[config.mk]
export PLATFORM = sky130hd
export DESIGN_NAME = instruction_fetch_unit_flat
export DESIGN_NICKNAME = d
export VERILOG_FILES = /design/src/rtl/instruction_fetch_unit_if.sv /design/src/rtl/instruction_fetch_unit.sv /design/src/flat_wrapper.sv
export SDC_FILE = /design/constraint.sdc
export NUM_CORES = 1
export LEC_CHECK = 0
export ABC_CLOCK_PERIOD_IN_PS = 2500
export BUFFER_PORTS_ARGS = -buffer_cell sky130_fd_sc_hd__buf_2
export CAP_MARGIN = 30
export CORE_UTILIZATION = 30
export CTS_CLUSTER_SIZE = 14
export DETAILED_ROUTE_END_ITERATION = 6
export RECOVER_POWER = 100
export SLEW_MARGIN = 0
export SYNTH_ARGS = -nofsm -noshare
export SYNTH_HDL_FRONTEND = slang
export SYNTH_SLANG_ARGS = --single-unit
export TNS_END_PERCENT = 5
[constraint.sdc]
create_clock -name Clock -period 2.5 [get_ports Clock]
set_input_delay 0.125 -clock Clock [delete_from_list [all_inputs] [get_ports Clock]]
set_output_delay 0.125 -clock Clock [all_outputs]
set_load 0.005 [all_outputs]
[src/rtl/instruction_fetch_unit_if.sv]
// Fetch-unit bus bundle: instruction memory port, redirect input, decode handshake, fault and state debug.
// The fetch unit connects through the master modport; memory/execute/decode side uses slave.
interface instruction_fetch_unit_if;
    logic [15:0] PCAddress;
    logic [15:0] Instruction;
    logic        FetchEnable;
    logic        RedirectValid;
    logic [15:0] RedirectTarget;
    logic [15:0] InstrOut;
    logic [15:0] InstrPC;
    logic        InstrValid;
    logic        InstrReady;
    logic        FetchFault;
    logic [1:0]  FetchState;

    modport master (
        output PCAddress, InstrOut, InstrPC, InstrValid, FetchFault, FetchState,
        input  Instruction, FetchEnable, RedirectValid, RedirectTarget, InstrReady
    );

    modport slave (
        input  PCAddress, InstrOut, InstrPC, InstrValid, FetchFault, FetchState,
        output Instruction, FetchEnable, RedirectValid, RedirectTarget, InstrReady
    );
endinterface

[src/rtl/instruction_fetch_unit.sv]
// Instruction fetch sequencer: fetch PC, 2-entry instruction queue, redirect flush.
// Optional bounds/alignment fault logic is enabled by defining FETCH_BOUNDS_CHECK_EN.
module instruction_fetch_unit #(
    parameter logic [15:0] RESET_PC  = 16'h0000,
    parameter int          MEM_BYTES = 128
) (
    input  logic Clock,
    input  logic Reset,
    instruction_fetch_unit_if.master bus
);

    // Decode handshake: an entry transfers on a rising edge where InstrValid && InstrReady;
    // InstrValid never depends on InstrReady, and a redirect in that cycle cancels the transfer.

`ifdef FETCH_BOUNDS_CHECK_EN
    localparam logic [15:0] LAST_PC = 16'(MEM_BYTES - 2);
    typedef enum logic [1:0] {IDLE = 2'd0, RUN = 2'd1, FAULT = 2'd2} state_t;
`else
    typedef enum logic [1:0] {IDLE = 2'd0, RUN = 2'd1} state_t;
`endif

    state_t      state;
    logic [15:0] pc;
    logic [15:0] q_instr [2];
    logic [15:0] q_pc    [2];
    logic        head;
    logic [1:0]  count;
    logic        fault;

    logic        pop;
    logic        has_space;
    logic        fetch_try;
    logic        pc_bad;
    logic        do_push;
    logic        tail;
    logic [15:0] target;
`ifdef FETCH_BOUNDS_CHECK_EN
    logic        target_legal;
`endif

    always_comb begin
        pop       = (count != 2'd0) && bus.InstrReady;
        has_space = (count != 2'd2) || pop;
        fetch_try = (state == RUN) && bus.FetchEnable && has_space;
        tail      = head ^ count[0];
`ifdef FETCH_BOUNDS_CHECK_EN
        pc_bad       = (pc > LAST_PC) || pc[0];
        target       = bus.RedirectTarget;
        target_legal = !((target > LAST_PC) || target[0]);
`else
        pc_bad = 1'b0;
        // Without checks, targets are forced halfword-aligned.
        target = {bus.RedirectTarget[15:1], bus.RedirectTarget[0] & 1'b0};
`endif
        do_push = fetch_try && !pc_bad;
    end

    always_ff @(posedge Clock or posedge Reset) begin
        if (Reset) begin
            state <= IDLE;
            pc    <= RESET_PC;
            head  <= 1'b0;
            count <= 2'd0;
            fault <= 1'b0;
            for (int i = 0; i < 2; i++) begin
                q_instr[i] <= 16'h0000;
                q_pc[i]    <= 16'h0000;
            end
        end else if (bus.RedirectValid) begin
            // Redirect wins over push and pop: flush everything, reload PC.
            pc    <= target;
            count <= 2'd0;
`ifdef FETCH_BOUNDS_CHECK_EN
            if (target_legal) begin
                fault <= 1'b0;
                state <= bus.FetchEnable ? RUN : IDLE;
            end else if (state != FAULT) begin
                // An illegal target is loaded and faults when fetch is attempted.
                state <= bus.FetchEnable ? RUN : IDLE;
            end
`else
            state <= bus.FetchEnable ? RUN : IDLE;
`endif
        end else begin
            case (state)
                IDLE: if (bus.FetchEnable) state <= RUN;
                RUN: begin
                    if (!bus.FetchEnable) begin
                        state <= IDLE;
`ifdef FETCH_BOUNDS_CHECK_EN
                    end else if (fetch_try && pc_bad) begin
                        state <= FAULT;
                        fault <= 1'b1;
`endif
                    end
                end
`ifdef FETCH_BOUNDS_CHECK_EN
                FAULT: state <= FAULT;
`endif
                default: state <= IDLE;
            endcase

            if (do_push) begin
                q_instr[tail] <= bus.Instruction;
                q_pc[tail]    <= pc;
                pc            <= pc + 16'd2;
            end

            if (do_push && !pop) begin
                count <= count + 2'd1;
            end else if (!do_push && pop) begin
                count <= count - 2'd1;
            end

            if (pop) head <= ~head;
        end
    end

    assign bus.PCAddress  = pc;
    assign bus.InstrOut   = q_instr[head];
    assign bus.InstrPC    = q_pc[head];
    assign bus.InstrValid = (count != 2'd0);
    assign bus.FetchState = state;
`ifdef FETCH_BOUNDS_CHECK_EN
    assign bus.FetchFault = fault;
`else
    assign bus.FetchFault = fault & 1'b0;
`endif

endmodule

[src/flat_wrapper.sv]
// flat-port wrapper written by rule: the top's interface ports become plain ports
module instruction_fetch_unit_flat 
#(
    parameter logic [15:0] RESET_PC  = 16'h0000,
    parameter int          MEM_BYTES = 128
)
  (Clock, Reset, bus_PCAddress, bus_InstrOut, bus_InstrPC, bus_InstrValid, bus_FetchFault, bus_FetchState, bus_Instruction, bus_FetchEnable, bus_RedirectValid, bus_RedirectTarget, bus_InstrReady);
  instruction_fetch_unit_if bus_i ();
  input  logic Clock;
  input  logic Reset;
  output wire logic [$bits(bus_i.PCAddress)-1:0] bus_PCAddress;
  output wire logic [$bits(bus_i.InstrOut)-1:0] bus_InstrOut;
  output wire logic [$bits(bus_i.InstrPC)-1:0] bus_InstrPC;
  output wire logic [$bits(bus_i.InstrValid)-1:0] bus_InstrValid;
  output wire logic [$bits(bus_i.FetchFault)-1:0] bus_FetchFault;
  output wire logic [$bits(bus_i.FetchState)-1:0] bus_FetchState;
  input wire logic [$bits(bus_i.Instruction)-1:0] bus_Instruction;
  input wire logic [$bits(bus_i.FetchEnable)-1:0] bus_FetchEnable;
  input wire logic [$bits(bus_i.RedirectValid)-1:0] bus_RedirectValid;
  input wire logic [$bits(bus_i.RedirectTarget)-1:0] bus_RedirectTarget;
  input wire logic [$bits(bus_i.InstrReady)-1:0] bus_InstrReady;
  assign bus_PCAddress = bus_i.PCAddress;
  assign bus_InstrOut = bus_i.InstrOut;
  assign bus_InstrPC = bus_i.InstrPC;
  assign bus_InstrValid = bus_i.InstrValid;
  assign bus_FetchFault = bus_i.FetchFault;
  assign bus_FetchState = bus_i.FetchState;
  assign bus_i.Instruction = bus_Instruction;
  assign bus_i.FetchEnable = bus_FetchEnable;
  assign bus_i.RedirectValid = bus_RedirectValid;
  assign bus_i.RedirectTarget = bus_RedirectTarget;
  assign bus_i.InstrReady = bus_InstrReady;
  instruction_fetch_unit #(.RESET_PC(RESET_PC), .MEM_BYTES(MEM_BYTES)) u_core (.Clock(Clock), .Reset(Reset), .bus(bus_i));
endmodule
==> metrics.md, run 1 <==
| Metric | Value |
|---|---|
| Status | `finished with violations` |
| Failing checks | `max-capacitance violations, max-slew violations` |
| Sequential Area | `2030 sq um` |
| # setup viols final | `0` |
| Pin count of the biggest net entering global routing | `39` |
| Launching point of the worst reg2reg path | `u_core.bus.PCAddress[2]$_DFFE_PP0P_` |
| Total congestion overflow | `0` |
| Power Density | `1080 nW/um^2` |
| Leak pwr | `0.00199 uW` |
| TritonCTS clock tree | `yes` |
| HPWL after DPL | `5630 microns` |
| Post-route cell area | `4660 sq um` |
| Highest clock rate | `491 MHz` |
| MaxCap Viol Count | `1` |
| Vias post-DR | `2561` |
| Worst skew pair latency | `0.33 ns` |
| Global-route usage over all layers | `13.8%` |
| Ys Warns | `0` |
| Post-CTS Resized | `0` |
| Routed wire per std cell | `15.1 microns` |
| Clk pin slew, worst setup/hold paths | `0.06 ns` |
| Hold Fails Final Rpt | `0` |
| Die width | `115 microns` |
| Required @ worst endpoint | `2.72 ns` |
| Area after DPL | `4430 sq um` |
| CP Capture Type | `flop` |
| Area occupied by multi-input gates | `1660 sq um` |
| CTS Buffer Depth | `2` |
| Antenna violations before repair | `0` |
| Die Span Y | `115 microns` |
| Hold crit path type | `in -> reg` |
| RSZ-0062 raised after global routing | `false` |
| Crit share post-route | `81.4%` |
| Slew HR | `-2.35%` |
| HP Start | `bus_RedirectTarget[1]` |
| Post-Syn Area | `3830 sq um` |
| Root Buffer | `clkbuf_16` |
| Drt pass-1 iters | `4` |
| Crit path max-delay family | `buffers and inverters` |
| Clock network power share | `24.0%` |
| Seq/Total Area, Yosys | `52.9%` |
| Max-slew violations | `36` |
| Internal cell power | `3590 uW` |
| I/O pin cnt | `89` |
| Power share of the combinational group | `33.6%` |
| Worst EP arrival | `2.25 ns` |
| Num CTS Buffers | `9` |
| Clock Sinks | `81` |
| Nets@finish | `423` |
| Initial Utilization | `31.4%` |
| CP Max Fanout | `12` |
| Worst setup SP type | `primary input` |
| Length of routed met2 wiring | `4120 microns` |
| Worst slew pin tran | `1.53 ns` |
| Sw power | `1430 uW` |
| GP Congestion | `0.693` |
| Crit path largest cell delay | `0.52 ns` |
| Diode count | `0` |
| Post-Route Skew | `0.00403 ns` |
| Critical Path Slowest Stage Cell | `dlygate4sd3_1` |
| ANT nets after route | `0` |
| FF+latch count, synth | `81` |
| Area Growth Syn to Fin | `21.6%` |
| Fill cells | `1243` |
| Max Used Layer | `met4` |
| DRT iter0 DRCs | `109` |
| Met3 routed WL | `359 microns` |
| Synth Instances | `297` |
| Worst slack, placed | `0.598 ns` |
| TNS Setup | `0 ns` |
| Row count | `40` |
| PortBufs | `83` |
| Worst Setup SP | `bus_FetchEnable` |
| Switching share of total power | `28.5%` |
| Remaining DRCs | `0` |
| Final setup margin | `0.464 ns` |
| Die area | `13200 sq um` |
| Via-to-Cell Ratio | `4.61` |
| Max VDD drop | `0.412 mV` |
| Global-route wire length before repair | `13800 microns` |
| Sequential power share | `42.4%` |
| Final WL | `8390 microns` |
| Vias in the first global route | `2727` |
| Post-synthesis cell type count | `37` |
| Htree depth | `3` |
| Synthesized area per cell | `12.9 sq um` |
| Core Region | `12200 sq um` |
| M1 WL | `3820 microns` |
| Min cycle time layout | `2.04 ns` |
| Share of cells above drive strength 1 | `44.1%` |
| CP Class | `in -> reg` |
| CP Cell Sequence | `dlygate4sd3_1 -> clkbuf_1 -> nand2_1 -> nor4b_1 -> clkbuf_2 -> mux2_2` |
| Worst path bufs/invs | `3` |
==> synthesized netlist by cell type <==
master / instances / area share (%)
mux2_2: 89 / 26
dfrtp_1: 81 / 53
nand2_1: 17 / 1.7
o21ai_0: 12 / 1.6
clkbuf_1: 10 / 0.98
xnor2_1: 10 / 2.3
nor2_1: 8 / 0.78
buf_4: 7 / 1.4
nand3_1: 7 / 0.91
nor4_1: 7 / 1.1
mux2_1: 5 / 1.5
buf_2: 4 / 0.52
mux2i_1: 4 / 1.0
inv_1: 3 / 0.29
nand4_1: 3 / 0.49
nor2b_1: 3 / 0.49
a21oi_1: 2 / 0.26
and3_1: 2 / 0.33
nand2b_1: 2 / 0.33
nor3_1: 2 / 0.26
nor3_2: 2 / 0.52
xor2_1: 2 / 0.46
a211oi_1: 1 / 0.20
a311o_1: 1 / 0.26
a31oi_1: 1 / 0.16
and2_1: 1 / 0.16
and4_1: 1 / 0.23
conb_1: 1 / 0.098
ha_1: 1 / 0.33
nand3b_1: 1 / 0.20
nor3b_1: 1 / 0.20
nor3b_2: 1 / 0.33
nor4_2: 1 / 0.33
nor4b_1: 1 / 0.23
nor4b_4: 1 / 0.62
o31a_1: 1 / 0.23
or2_2: 1 / 0.16
==> cell families after synthesis <==
kind of cell / Yosys count / share of synthesized area [%]
AOI/OAI and AO/OA: 18 / 2.68
xor gates and xnor gates: 12 / 2.74
adders and majority gates: 1 / 0.327
buffers and inverters: 24 / 3.17
DFF: 81 / 52.9
muxes: 98 / 28.7
other: 1 / 0.0979
and+or+nand+nor: 62 / 9.38
==> area by class of cell <==
class	count	share of cell area, %
Clock buffer	14	5.67
Inverter	3	0.269
Multi-Input combinational cell	195	35.7
Sequential cell	81	43.6
Tap cell	168	4.51
Timing Repair Buffer	95	10.3
==> cells in the final DEF (no fill, tap or decap), types with 4 or more instances in the layout <==
master         count
buf_2             59
buf_4              6
clkbuf_1          26
clkbuf_16          9
conb_1             4
dfrtp_1           80
dlygate4sd3_1      4
mux2_1             5
mux2_2            89
mux2i_1            4
nand2_1           17
nand3_1            7
nor2_1             8
nor3_1             4
nor4_1             8
o21ai_0           12
xnor2_1           10
==> sequential cells by signal, summed over array words and instances, names as in the netlist <==
register / cells
u_core.head: 1
u_core.q_instr: 32
u_core.q_pc: 30
u_core.bus.PCAddress: 15
u_core.bus.FetchState: 1
u_core.count: 2
==> worst min-delay path, stage by stage <==
cell	delay (ns)
buf_2	0.08
nand2_1	0.04
o21ai_0	0.06
==> final timing paths <==
kind	endpoint	slack, ns	cells after the start
setup / recovery	u_core.q_pc[6]$_DFFE_PP0P_	0.46	6
hold / removal	u_core.bus.PCAddress[1]$_DFFE_PP0P_	0.01	3
setup reg to reg	u_core.bus.PCAddress[11]$_DFFE_PP0P_	0.49	5
hold reg to reg	u_core.q_instr[10]$_DFFE_PP0P_	0.48	1
max in group asynchronous	u_core.q_instr[9]$_DFFE_PP0P_	0.85	4
min in group asynchronous	u_core.q_instr[20]$_DFFE_PP0P_	0.67	3
==> per-stage QoR <==
stage | cells | total power (uW) | hold WS [ns] | util, %
after floorplan | 300 | 3260 | 0.223 | -
after global placement | 538 | 3860 | 0.206 | 36.3
after detailed placement | 538 | 3940 | 0.221 | 36.3
after CTS | 556 | 5180 | 0.0000199 | 38.8
after global routing | 556 | 5380 | 0.0172 | 38.1
final | 556 | 5020 | 0.0113 | 38.1
==> what timing repair did <==
action | in CTS | in global routing
endpoints found under the hold margin | 36 | 0
hold buffers | 4 | 0
buffers inserted | 0 | 0
==> power by group through the flow <==
| stage | clock [uW] | combinational (uW) | sequential [uW] |
|---|---|---|---|
| after global placement | 0 | 1750 | 2110 |
| after detailed placement | 0 | 1790 | 2150 |
| after global routing | 1300 | 1880 | 2210 |
| final | 1200 | 1690 | 2130 |
| after floorplan | 0 | 1200 | 2060 |
| after CTS | 1250 | 1800 | 2130 |
==> per-layer routing <==
layer	up-vias	GRT usage, %
met4	0	5.02
li1	1219	-
met5	-	0
met2	50	22.9
met1	1283	17.1
met3	9	4.06
Note: power is estimated with default switching activity, not from simulation.
==> inputs of run 2 (changes only) <==
--- a/config.mk
+++ b/config.mk
@@ -5,7 +5,8 @@
 export SDC_FILE = /design/constraint.sdc
 export NUM_CORES = 1
 export LEC_CHECK = 0
-export ABC_CLOCK_PERIOD_IN_PS = 2500
+export ABC_AREA = 1
+export ABC_CLOCK_PERIOD_IN_PS = 2100
 export BUFFER_PORTS_ARGS = -buffer_cell sky130_fd_sc_hd__buf_2
 export CAP_MARGIN = 30
 export CORE_UTILIZATION = 30
==> constraint.sdc (replaced) <==
create_clock -name Clock -period 2.1 [get_ports Clock]
set_input_delay 0.105 -clock Clock [delete_from_list [all_inputs] [get_ports Clock]]
set_output_delay 0.105 -clock Clock [all_outputs]
set_load 0.005 [all_outputs]
==> metrics.md, run 2 <==
| Metric | Value |
|---|---|
| Max FFs per register | `32 (unchanged)` |
| Sw power | `2200 uW (+54%)` |
| Crit path max-delay family | `buffers and inverters` |
| Fin util | `38.4% (+0.26 points)` |
| Vias post-DR | `3594 (+40%)` |
| Mux cell area share after synthesis | `0% (-29 points)` |
| Commonest cells in the netlist | `nand2_1 (224), dfrtp_1 (81), inv_1 (54)` |
| R2R Setup Slk | `0.24 ns (-0.25 ns)` |
| Post-synthesis cell type count | `26 (-30%)` |
| Sequential power share | `39.1% (-3.3 points)` |
| ANT nets after route | `0 (unchanged)` |
| Num CTS Buffers | `9 (unchanged)` |
| Async SR Flop Fraction | `100% (unchanged)` |
| Share of cells above drive strength 1 | `12.7% (-31 points)` |
| Seq/Total Area, Yosys | `51.1% (-1.8 points)` |
| Worst skew pair latency | `0.33 ns (about the same)` |
| Hold Fails Final Rpt | `0 (unchanged)` |
| Commonest non-fill, non-tap cells in the layout | `nand2_1 (224), dfrtp_1 (81), o21ai_0 (71)` |
| Critical Path Slowest Stage Cell | `buf_2` |
| Total congestion overflow | `0 (unchanged)` |
| Routed wire per std cell | `12.9 microns (-14%)` |
| Post-route cell area | `4900 sq um (+5.3%)` |
| Share of the synthesized area in the top cell type | `51.1% (-1.8 points)` |
| Xor and xnor area share after synthesis | `0.663% (-2.1 points)` |
| GP Congestion | `0.835 (+20%)` |
| Most common cell in the netlist | `nand2_1` |
| Worst Hold Path Cells | `3 (unchanged)` |
| Worst setup path endpoint | `u_core.q_pc[9]$_DFFE_PP0P_` |
| WP depth | `7 (+1)` |
| Status | `finished clean` |
| Synth Instances | `529 (+78%)` |
| Met1 usage | `21.1% (+3.9 points)` |
| Global-route usage over all layers | `15.8% (+2.0 points)` |
| Area Growth Syn to Fin | `23.7%` |
| Die Span Y | `117 microns (+1.7%)` |
| Required @ worst endpoint | `2.28 ns (-0.44 ns)` |
| Max-slew violations | `0 (-100%)` |
| Initial Utilization | `31.0% (-0.33 points)` |
| TNS Setup | `0 ns (unchanged)` |
| Largest cells by area after synthesis | `dfrtp_1 (51%), nand2_1 (21%), o21ai_0 (5.2%)` |
| DRT iter0 DRCs | `227 (+110%)` |
| Highest clock rate | `538 MHz` |
| Met3 Resource Use GR | `3.55% (-0.51 points)` |
| Worst slew pin tran | `1.24 ns (-0.283 ns)` |
| Internal cell power | `4260 uW (+19%)` |
| R2R depth | `7 (+2)` |
| CTS Buffer Depth | `2 (unchanged)` |
| Post-CTS Resized | `0 (unchanged)` |
| Post-synth top area cell | `dfrtp_1` |
| PortBufs | `83 (unchanged)` |
| RSZ-0062 raised after global routing | `false` |
| CP Max Fanout | `44 (+32)` |
| Worst setup SP type | `flop` |
| Core Region | `12800 sq um (+4.6%)` |
| Compound-cell area share of the yosys netlist | `10.4% (+7.8 points)` |
| CP Class | `reg -> reg` |
| Diode count | `0 (unchanged)` |
| Fill cells | `1341 (+7.9%)` |
| Worst reg2reg path endpoint | `u_core.q_pc[9]$_DFFE_PP0P_` |
| Simple-Gate Fraction of Synth Area | `28.4% (+19 points)` |
| Global-route wire length before repair | `16600 microns (+20%)` |
| Die width | `117 microns (+1.7%)` |
| Htree depth | `3 (unchanged)` |
| Design Power | `6470 uW (+29%)` |
| Drt pass-1 iters | `5 (+1)` |
| Clock Sinks | `81 (unchanged)` |
| Final WL | `10200 microns (+21%)` |
| Area share of fa/ha/maj cells after synthesis | `0.316% (-0.011 points)` |
| Post-CTS repair timing setup buffer count | `0 (unchanged)` |
| EDFF count, synth | `0 (unchanged)` |
| Global-route layer with the greatest usage | `met2` |
| Launching point of the worst reg2reg path | `u_core.count[0]$_DFFE_PP0P_` |
| HP Start | `bus_RedirectTarget[1]` |
| Commonest non-fill, non-tap cell in the layout | `nand2_1` |
| Nets@finish | `649 (+53%)` |
| Power Density | `1320 nW/um^2 (+22%)` |
| FF+latch count, synth | `81 (unchanged)` |
| Switching share of total power | `34.1% (+5.6 points)` |
| Ys Warns | `0 (unchanged)` |
| Pin count of the biggest net entering global routing | `63 (+62%)` |
| Root Buffer | `clkbuf_16` |
| Hold crit path type | `in -> reg` |
| Max VDD drop | `0.383 mV (-7.2%)` |
| Vias in the first global route | `3403 (+25%)` |
| Clock network power share | `30.2% (+6.2 points)` |
| I/O pin cnt | `89 (unchanged)` |
| Worst Setup SP | `u_core.count[0]$_DFFE_PP0P_` |
| Synthesized area per cell | `7.49 sq um (-42%)` |
| MaxCap Viol Count | `0 (-1)` |
| Row count | `41 (+2.5%)` |
| CP dominant cell by count | `nand2_2` |
| Slew HR | `16.6% (+19 points)` |
| Crit share post-route | `88.5%` |
| Min cycle time layout | `1.86 ns` |
| Via-to-Cell Ratio | `4.56 (-0.98%)` |
| Top FF cell, synth | `dfrtp_1` |
| # setup viols final | `0 (unchanged)` |
| M2 GR Usage | `24.9% (+2.0 points)` |
| TritonCTS clock tree | `yes` |
| Largest family of logic cells by synthesized area | `simple AND/OR/NAND/NOR gates` |
| Leak pwr | `0.00258 uW (+30%)` |
| Post-Route Skew | `0.00754 ns (+0.00351 ns)` |
| Remaining DRCs | `0 (unchanged)` |
| Clk pin slew, worst setup/hold paths | `0.06 ns (about the same)` |
| Worst path bufs/invs | `2 (-1)` |
| Power share of the combinational group | `30.7% (-2.9 points)` |
| CP Cell Sequence | `inv_2 -> nand3_2 -> nand2_2 -> nor2_4 -> nand2_2 -> buf_2 -> o21ai_0` |
| CP Capture Type | `flop` |
| Die area | `13700 sq um (+3.4%)` |
| Antenna violations before repair | `0 (unchanged)` |
| HPWL after DPL | `7030 microns (+25%)` |
| Hold slack final | `0.0218 ns (+0.0105 ns)` |
| Crit path largest cell delay | `0.60 ns (+0.08 ns)` |
| Largest reg by FF count | `u_core.q_instr` |
| Area after DPL | `4570 sq um (+3.2%)` |
| Worst EP arrival | `2.04 ns (-0.21 ns)` |
| Post-Syn Area | `3960 sq um (+3.5%)` |
==> run 2: changes by cell type in the layout (fill, tap and decap cells not counted), moves of 11 or more <==
cell     before  now
buf_2        59   48
inv_1         2   53
mux2_2       89    0
nand2_1      17  224
nand3_1       7   26
o21ai_0      12   71
==> run 2: cells by family (layout without fill, tap and decap cells) <==
group	count (synthesis)	in the layout
compound gates	81	81
other cells	1	4
flops	81	81
xor+xnor	3	3
fa+ha+maj	1	1
simple gates	278	278
buf+inv	84	168
==> run 2: timing repair <==
action	in CTS	in global routing
hold buffers	4	0
hold endpoints to repair	29	0
setup endpoints to repair	0	0
==> run 2: final cells by class <==
class | count | area [sq um] | area share [%]
Sequential cell | 81 | 2030 | 41.3
Clock inverter | 6 | 138 | 2.81
Inverter | 56 | 211 | 4.31
Tap cell | 172 | 215 | 4.39
Multi-Input combinational cell | 367 | 1590 | 32.5
Clock buffer | 10 | 239 | 4.87
Timing Repair Buffer | 96 | 482 | 9.82
==> run 2: worst min-delay path by stage <==
stage               slack (ns)                                    to
floorplan                 0.20  u_core.bus.FetchState[0]$_DFFE_PP0P_
global placement          0.23        u_core.q_instr[30]$_DFFE_PP0P_
detailed placement        0.23        u_core.q_instr[30]$_DFFE_PP0P_
CTS                       0.01   u_core.bus.PCAddress[5]$_DFFE_PP0P_
global route              0.01   u_core.bus.PCAddress[1]$_DFFE_PP0P_
finish                    0.02   u_core.bus.PCAddress[1]$_DFFE_PP0P_
==> run 2: power groups by stage <==
stage	Clock (uW)	Combinational (uW)	Sequential [uW]
floorplan	0	1310	2450
global placement	0	2080	2520
detailed placement	0	2130	2540
CTS	2000	2150	2520
global route	2080	2340	2610
finish	1950	1980	2530
==> run 2: worst register-to-register path, cell delays in order, from the launching register on <==
cell and delay, ns:
dfrtp_1 0.44, inv_2 0.11, nand3_2 0.08, nand2_2 0.14
nor2_4 0.05, nand2_2 0.08, buf_2 0.60, o21ai_0 0.21
==> run 2: stage by stage <==
step	setup WS, ns	instances
2_1_floorplan	0.840	532
3_3_place_gp	0.363	768
3_5_place_dp	0.252	768
4_1_cts	0.233	788
5_1_grt	0.0376	788
6_report	0.241	788
==> run 2: metal layers <==
layer	part of all wire (%)	vias to the layer above
li1	-	1808
met3	5.8	11
met2	44	105
met4	1.3	0
met5	0	-
met1	49	1670
